<file path="src/rtl/regfile_dump_pkg.sv">
// Shared definitions for the register-file dump engine and the register file it reads.
// Holds the dump FSM state type and the register-file geometry.
package regfile_dump_pkg;

    localparam int unsigned NREG = 32;
    localparam int unsigned AW   = 5;
    localparam int unsigned DW   = 32;

    typedef enum logic [1:0] {
        StIdle,
        StRead,
        StSend,
        StDone
    } state_e;

endpackage

</file>
<file path="src/rtl/regfile_dump.sv">
// Sequential register-file dump: walks a programmed index range through one read port and
// streams (index, data) pairs over a valid/ready interface, with a done pulse at the end.
module regfile_dump
    import regfile_dump_pkg::*;
#(
    parameter int unsigned NREG = regfile_dump_pkg::NREG,
    parameter int unsigned AW   = regfile_dump_pkg::AW,
    parameter int unsigned DW   = regfile_dump_pkg::DW
) (
    input  logic          clk,
    input  logic          reset,
    input  logic          start,
    input  logic [AW-1:0] first,
    input  logic [AW-1:0] last,
    output logic [AW-1:0] rd_sel,
    input  logic [DW-1:0] rd_data,
    output logic          out_valid,
    input  logic          out_ready,
    output logic [AW-1:0] out_index,
    output logic [DW-1:0] out_data,
    output logic          busy,
    output logic          done
);

    state_e        state_q;
    logic [AW-1:0] idx_q;
    logic [AW-1:0] last_q;
    logic [AW-1:0] rd_sel_q;
    logic          out_valid_q;
    logic [AW-1:0] out_index_q;
    logic [DW-1:0] out_data_q;
    logic          busy_q;
    logic          done_q;

    logic          handshake;
    logic          at_last;
    logic [AW-1:0] idx_d;

    // AW bits exactly span NREG, so the increment wraps modulo NREG by itself.
    always_comb begin
        handshake = out_valid_q & out_ready;
        at_last   = (idx_q == last_q);
        idx_d     = idx_q + AW'(1);
    end

    // The start index lives on in idx_q, so only the end of the range is latched.
    always_ff @(posedge clk) begin
        if (reset) begin
            state_q     <= StIdle;
            idx_q       <= '0;
            last_q      <= '0;
            rd_sel_q    <= '0;
            out_valid_q <= 1'b0;
            out_index_q <= '0;
            out_data_q  <= '0;
            busy_q      <= 1'b0;
            done_q      <= 1'b0;
        end else begin
            done_q <= 1'b0;
            unique case (state_q)
                StIdle: begin
                    if (start) begin
                        idx_q    <= first;
                        last_q   <= last;
                        rd_sel_q <= first;
                        busy_q   <= 1'b1;
                        state_q  <= StRead;
                    end
                end
                StRead: begin
                    out_data_q  <= rd_data;
                    out_index_q <= idx_q;
                    out_valid_q <= 1'b1;
                    state_q     <= StSend;
                end
                StSend: begin
                    if (handshake) begin
                        out_valid_q <= 1'b0;
                        if (at_last) begin
                            done_q  <= 1'b1;
                            state_q <= StDone;
                        end else begin
                            idx_q    <= idx_d;
                            rd_sel_q <= idx_d;
                            state_q  <= StRead;
                        end
                    end
                end
                StDone: begin
                    busy_q  <= 1'b0;
                    state_q <= StIdle;
                end
                default: begin
                    state_q <= StIdle;
                end
            endcase
        end
    end

    assign rd_sel    = rd_sel_q;
    assign out_valid = out_valid_q;
    assign out_index = out_index_q;
    assign out_data  = out_data_q;
    assign busy      = busy_q;
    assign done      = done_q;

endmodule

</file>
<file path="config.mk">
export PLATFORM = sky130hd
export DESIGN_NAME = regfile_dump
export DESIGN_NICKNAME = d
export VERILOG_FILES = /design/src/rtl/regfile_dump_pkg.sv /design/src/rtl/regfile_dump.sv
export SDC_FILE = /design/constraint.sdc
export NUM_CORES = 1
export LEC_CHECK = 0
export BUFFER_PORTS_ARGS = -buffer_cell sky130_fd_sc_hd__buf_2
export CAP_MARGIN = 40
export CORE_UTILIZATION = 46
export CTS_CLUSTER_DIAMETER = 80
export DETAILED_ROUTE_END_ITERATION = 8
export GPL_TIMING_DRIVEN = 0
export PLACE_DENSITY = 0.8
export SETUP_SLACK_MARGIN = 0.5
export SYNTH_ARGS = -nofsm -noshare
export SYNTH_HDL_FRONTEND = slang
export SYNTH_SLANG_ARGS = --single-unit
</file>
<file path="constraint.sdc">
create_clock -name clk -period 1.85 [get_ports clk]
set_input_delay 0.2775 -clock clk [delete_from_list [all_inputs] [get_ports clk]]
set_output_delay 0.2775 -clock clk [all_outputs]
set_load 0.02 [all_outputs]
</file>
==> results of run 1 <==
-- worst register-to-register path: cells and delay by family, from the launching register on --
kind | cells | cell delay (ns)
AO/OA/AOI/OAI | 1 | 0.13
buffers and inverters | 2 | 0.25
flip-flops | 1 | 0.32
AND/OR/NAND/NOR | 4 | 0.82
-- path summary, 6_finish.rpt --
kind	endpoint	slack, ns	depth (start not counted)
worst max-delay path	rd_sel[4]	0.25	7
worst min-delay path	out_data[4]	0.19	3
worst max register to register	rd_sel[4]	0.25	7
worst min register to register	out_index[2]	0.45	2
-- metal layers --
layer,share of wire [%],vias to the layer above,track usage [%]
met3,9.4,4,7.89
met4,1.0,0,8.93
met1,44,897,26.1
met5,0,-,0
li1,-,1030,-
met2,46,93,32.5
-- logic make-up after synthesis --
group                    after synthesis
buffers and inverters                 20
XOR/XNOR                               5
adder cells (fa/ha/maj)                1
multiplexers                           7
flip-flops                            52
AO/OA/AOI/OAI                         54
AND/OR/NAND/NOR                      109
-- power groups by stage --
stage | registers [mW] | logic [mW] | clock network (mW)
2_1_floorplan | 1.35 | 0.277 | 0
3_3_place_gp | 1.28 | 0.516 | 0
3_5_place_dp | 1.28 | 0.523 | 0
4_1_cts | 1.26 | 0.594 | 0.910
5_1_grt | 1.27 | 0.700 | 0.957
6_report | 1.26 | 0.650 | 0.895
-- synth_stat cells (2+ instances only) --
master    count  share of area [%]
nand2_1      79                 14
dfxtp_1      52                 51
a21oi_1      42                 10
nor2_1       13                2.4
clkbuf_1     12                2.2
mux2i_1       6                2.9
xnor2_1       5                2.1
nand2b_1      4                1.2
buf_2         3               0.73
buf_6         3                1.6
nand3_1       3               0.73
o21ai_1       3               0.73
a211oi_1      2               0.73
a21boi_1      2               0.73
inv_1         2               0.37
nor3_1        2               0.49
or4_1         2               0.73
-- flip-flops by register name (all words and copies together), names as in the netlist --
register and flops:
state_q 2, out_data 32, busy 1, done 1, out_valid 1, out_index 5
rd_sel 5, last_q 5
-- what timing repair did --
item                       4_1_cts  5_1_grt
buffers inserted                 9        3
pin swaps                       12        6
setup endpoints to repair       43       37
gates resized for setup         30       19
cloned                           0        0
-- per-stage QoR --
step                power, mW  setup slack [ns]  utilization [%]  cell area [µm²]  hold WS (ns)
floorplan                1.63             0.322                -             2070         0.373
global placement         1.79             0.194             62.1             2570         0.439
detailed placement       1.80             0.160             62.1             2570         0.446
CTS                      2.76             0.336             69.1             2870         0.189
global route             2.93             0.128             71.3             2960         0.188
finish                   2.80             0.248             71.3             2960         0.192
-- cell type report --
cell class / instances / area share [%]
clock buffer: 5 / 2.33
clock inverter: 2 / 2.03
multi-input combinational: 176 / 34.2
buffer: 18 / 4.32
inverter: 2 / 0.254
timing repair buffer: 101 / 18.9
tap: 50 / 2.12
sequential: 52 / 35.8
==> key figures, run 1 <==
Logic synthesis
  – Asr flop ratio synth: 0%
  – Synth Area in XOR/XNOR: 2.13%
  – Post-Synth Adder-Cell Area: 0.609%
  – EDFF count, synth: 0
  – #FFs+latches synth: 52
  – Post-synthesis mux area share: 3.47%
  – Mapped Nets: 295
  – Cell Area, Synth: 2050 µm²
  – Compound-Gate Fraction of Synth Area: 15.7%
  – Synthesized instance count: 248
  – Simple-gate share of the synthesized area: 22.5%
  – Synthesis Warnings: 0
  – Largest family of logic cells by synthesized area: simple AND/OR/NAND/NOR gates
  – Top FF cell, synth: dfxtp_1
  – Unique masters post-synth: 30
  – Sequential element share of the synthesized area: 50.7%
  – Syn_area_per_cell: 8.28 µm²

STA
  – Final Slew Violations: 0
  – Clock Skew: 0.0117 ns
  – Minimum clock period: 1.60 ns
  – Setup TNS: 0 ns
  – Setup violators final: 0
  – Fin crit share: 86.6%
  – Max_slew headroom: 65.9%
  – RSZ-0062 raised after global routing: true
  – Final hold violations: 0
  – Top achievable clock speed: 624 MHz
  – Worst-Margin Slew: 0.512 ns

Layout
  – Commonest non-fill, non-tap cell in the layout: buf_2
  – Share of cells above drive strength 1: 41.6%
  – Layout Cells excl Fill: 406
  – Area growth from synthesis to layout: 43.9%
  – Layout fillers: 336
  – Multi-input gate area: 1010 µm²
  – Final #Nets: 403
  – Leading cell types in the layout, fill and taps excluded: 90 x buf_2, 78 x nand2_1, 45 x dfxtp_1
  – Antenna cells: 0
  – Register area: 1060 µm²

Drt
  – DRT Wirelength: 5270 µm
  – Vias post-DR: 2024
  – DR iter-0 viols: 60
  – WL/cell: 13.0 µm
  – Final ANT Viol Nets: 0
  – Vias/cell: 4.99
  – DR pass1 iterations: 5
  – DRC: 0

Clock tree
  – Clock buffer depth: 2
  – Hold Buf Count CTS: 0
  – CTS tree: built
  – Clk slew on worst S/H paths: 0.10 ns
  – Clk Latency, worst-skew pair: 0.31 ns
  – H-tree depth: 2
  – Num Clock Sinks: 52
  – CTS Buf Count: 5
  – Clock root cell: clkbuf_8

Placed design
  – Final HPWL DP: 3380 µm
  – Cells after DPL: 387
  – Placer congestion estimate: 0.809
  – Port-buffer cells: 89

Die
  – Die H: 68.8 µm
  – Initial core utilization: 49.6%
  – Placeable Area: 4140 µm²
  – Die X-Extent: 68.8 µm
  – Full die area: 4740 µm²
  – Core Rows: 23
  – Boundary pin count: 91

Power
  – NetSw: 0.778 mW
  – VDD IR max: 0.000761 V
  – Comb pwr share: 23.2%
  – Power Density: 948 nW/µm²
  – Sequential Power Share: 44.9%
  – Net Sw Frac: 27.7%
  – Static leakage: 1.30 nW
  – Cell-internal power: 2.03 mW
  – Power share of the clock group: 31.9%

GRT
  – Total GRT Usage: 21.0%
  – Vias in the first global route: 1649
  – First-pass GRT wire length: 7190 µm
  – Pin count of the biggest net entering global routing: 16
  – Initial antenna violation count: 0
  – Global route overflow: 0

Setup path
  – WS Path Type: reg2reg
  – Critical Path Start Type: register
  – Most frequent CP cell: buf_6
  – Worst EP arrival: 1.82 ns
  – Cell Chain, Critical Path: buf_6, nor2b_4, buf_6, nand2_2, nor2_2, or4_1, o21ai_1
  – Peak fanout along the critical path: 6
  – WP data required: 2.07 ns
  – CP bufs+invs: 2
  – Largest stage delay on the critical path: 0.54 ns
  – Delay-heaviest family, CP: simple AND/OR/NAND/NOR gates
  – Reg2reg start: state_q[1]
  – Crit path from: state_q[1]
  – Slowest stage cell, crit path: or4_1
  – Critical Path End Type: register

Hold path
  – HP Class: in2reg
  – Worst hold path startpoint: rd_data[4]

Flow run
  – Max Cap Viol: 0

Run status
  – Status: completed
No activity file was read; power rests on OpenSTA's default activity.
==> run 2: changes to the inputs <==
--- a/config.mk
+++ b/config.mk
@@ -7,8 +7,10 @@
 export LEC_CHECK = 0
 export BUFFER_PORTS_ARGS = -buffer_cell sky130_fd_sc_hd__buf_2
 export CAP_MARGIN = 40
+export CORE_MARGIN = 3
 export CORE_UTILIZATION = 46
 export CTS_CLUSTER_DIAMETER = 80
+export CTS_CLUSTER_SIZE = 24
 export DETAILED_ROUTE_END_ITERATION = 8
 export GPL_TIMING_DRIVEN = 0
 export PLACE_DENSITY = 0.8
==> constraint.sdc (replaced) <==
create_clock -name clk -period 1.7 [get_ports clk]
set_input_delay 0.255 -clock clk [delete_from_list [all_inputs] [get_ports clk]]
set_output_delay 0.255 -clock clk [all_outputs]
set_load 0.02 [all_outputs]
==> run 2 against run 1 <==
  * Core utilization up 0.21 points
  * Setup slack worse by 0.13 ns
  * Final cell count up 1.2%
  * First-iteration DRC count up 55%
  * Hold slack worse by 0.011 ns
  * Via count up 0.54%
  * Largest cell class unchanged
  * Sequential share of layout area down 0.32 points
  * Global-route usage down 2.2 points
==> key figures, run 2 (synthesis gave the netlist of run 1 again) <==
STA
  – Minimum clock period: 1.59 ns (was 1.60 ns)
  – Fin crit share: 93.3% (was 86.6%)
  – Final Slew Violations: 0 (unchanged)
  – Clock Skew: 0.00689 ns (was 0.0117 ns)
  – Top achievable clock speed: 631 MHz (was 624 MHz)
  – Setup violators final: 0 (unchanged)
  – Setup TNS: 0 ns (unchanged)
  – RSZ-0062 raised after global routing: true (unchanged)
  – Max_slew headroom: 66.0% (was 65.9%)
  – Worst-Margin Slew: 0.511 ns (was 0.512 ns)
  – Hold slack: 0.180 ns (was 0.192 ns)
  – Final hold violations: 0 (unchanged)

Setup path
  – Critical Path Start Type: register (unchanged)
  – WS Path Type: reg2reg (unchanged)
  – WP data required: 1.94 ns (was 2.07 ns)
  – Critical Path End Type: register (unchanged)
  – Worst EP arrival: 1.82 ns (about the same)
  – Peak fanout along the critical path: 6 (unchanged)

Drt
  – DR iter-0 viols: 93 (was 60)
  – DRT Wirelength: 5210 µm (was 5270 µm)
  – WL/cell: 12.7 µm (was 13.0 µm)
  – DR pass1 iterations: 4 (was 5)
  – Final ANT Viol Nets: 0 (unchanged)
  – Vias post-DR: 2035 (was 2024)
  – DRC: 0 (unchanged)
  – Vias/cell: 4.95 (was 4.99)

Die
  – Die X-Extent: 72.8 µm (was 68.8 µm)
  – Die H: 72.8 µm (was 68.8 µm)
  – Boundary pin count: 91 (unchanged)
  – Initial core utilization: 49.6% (unchanged)
  – Full die area: 5300 µm² (was 4740 µm²)
  – Core Rows: 23 (unchanged)
  – Placeable Area: 4140 µm² (unchanged)

Layout
  – Largest register FFs: 32 (unchanged)
  – Share of cells above drive strength 1: 42.4% (was 41.6%)
  – Leading cell types in the layout, fill and taps excluded: 91 x buf_2, 76 x nand2_1, 44 x dfxtp_1 (was 90 x buf_2, 78 x nand2_1, 45 x dfxtp_1)
  – Final #Nets: 408 (was 403)
  – Antenna cells: 0 (unchanged)
  – Area growth from synthesis to layout: 44.3% (was 43.9%)
  – Register area: 1050 µm² (was 1060 µm²)
  – Layout fillers: 345 (was 336)
  – Commonest non-fill, non-tap cell in the layout: buf_2 (unchanged)
  – Multi-input gate area: 976 µm² (was 1010 µm²)
  – Fin area: 2970 µm² (was 2960 µm²)

GRT
  – Global route overflow: 0 (unchanged)
  – Total GRT Usage: 18.8% (was 21.0%)
  – Initial antenna violation count: 0 (unchanged)
  – Vias in the first global route: 1768 (was 1649)
  – Pin count of the biggest net entering global routing: 16 (unchanged)
  – First-pass GRT wire length: 7930 µm (was 7190 µm)

Placed design
  – Final HPWL DP: 3590 µm (was 3380 µm)
  – Port-buffer cells: 89 (unchanged)
  – Dpl cell area: 2580 µm² (was 2570 µm²)
  – Placer congestion estimate: 0.779 (was 0.809)

Run status
  – Status: completed (unchanged)

Clock tree
  – Clk Latency, worst-skew pair: 0.30 ns (was 0.31 ns)
  – H-tree depth: 2 (unchanged)
  – Num Clock Sinks: 52 (unchanged)
  – Hold Buf Count CTS: 0 (unchanged)
  – Clk slew on worst S/H paths: 0.09 ns (was 0.10 ns)
  – CTS tree: built (unchanged)
  – CTS Buf Count: 5 (unchanged)
  – Clock root cell: clkbuf_8 (unchanged)
  – Clock buffer depth: 2 (unchanged)

Hold path
  – HP Class: in2reg (unchanged)

Flow run
  – Max Cap Viol: 0 (unchanged)

Power
  – VDD IR max: 0.000599 V (was 0.000761 V)
  – Static leakage: 1.34 nW (was 1.30 nW)
  – Power Density: 1030 nW/µm² (was 948 nW/µm²)
  – Pwr Total: 3.05 mW (was 2.80 mW)
## run 2: what timing repair did
item                       in CTS  in global routing
pin swaps                       4                  4
setup endpoints to repair      45                 51
setup buffers                   6                 11
gates resized for setup        18                 26
## run 2: critical path: stages, from the launching register on
cell,delay [ns]
dfxtp_2,0.32
buf_6,0.12
nor2b_4,0.12
buf_6,0.12
buf_4,0.13
nand2_4,0.06
nor2_2,0.06
or4_1,0.51
o21ai_1,0.08
## run 2: report_power, final
group	internal (mW)	leakage [nW]	switching, mW
registers	1.31	0.428	0.0632
clock network	0.579	0.0642	0.384
logic	0.340	0.844	0.379
total	2.23	1.34	0.827
## run 2: area by class of cell
cell class | count | area share, %
multi-input combinational | 176 | 32.9
clock buffer | 5 | 2.32
sequential | 52 | 35.5
inverter | 2 | 0.253
tap | 50 | 2.11
timing repair buffer | 106 | 19.8
buffer | 18 | 5.02
clock inverter | 2 | 2.03
## run 2: metal layers
layer,global-route usage [%],part of all wire (%),up-vias
li1,-,-,1044
met1,23.1,40,909
met2,32.6,51,76
met3,4.82,8.4,6
met4,4.92,0.94,0
met5,0,0,-
## run 2: path summary, 6_finish.rpt
kind,startpoint,to,slack [ns],cells after the start
worst max-delay path,state_q[1],rd_sel[4],0.11,8
worst min-delay path,rd_data[0],out_data[0],0.18,3
worst min register to register,out_data[0],out_data[0],0.45,2
worst max register to register,state_q[1],rd_sel[4],0.11,8
## run 2: per-stage QoR
stage | setup slack, ns | util, % | std cells
after detailed placement | 0.0272 | 62.3 | 387
after global routing | 0.0400 | 71.6 | 411
final | 0.114 | 71.6 | 411
after CTS | 0.161 | 67.7 | 400
after floorplan | 0.172 | - | 248
after global placement | 0.0257 | 62.3 | 387
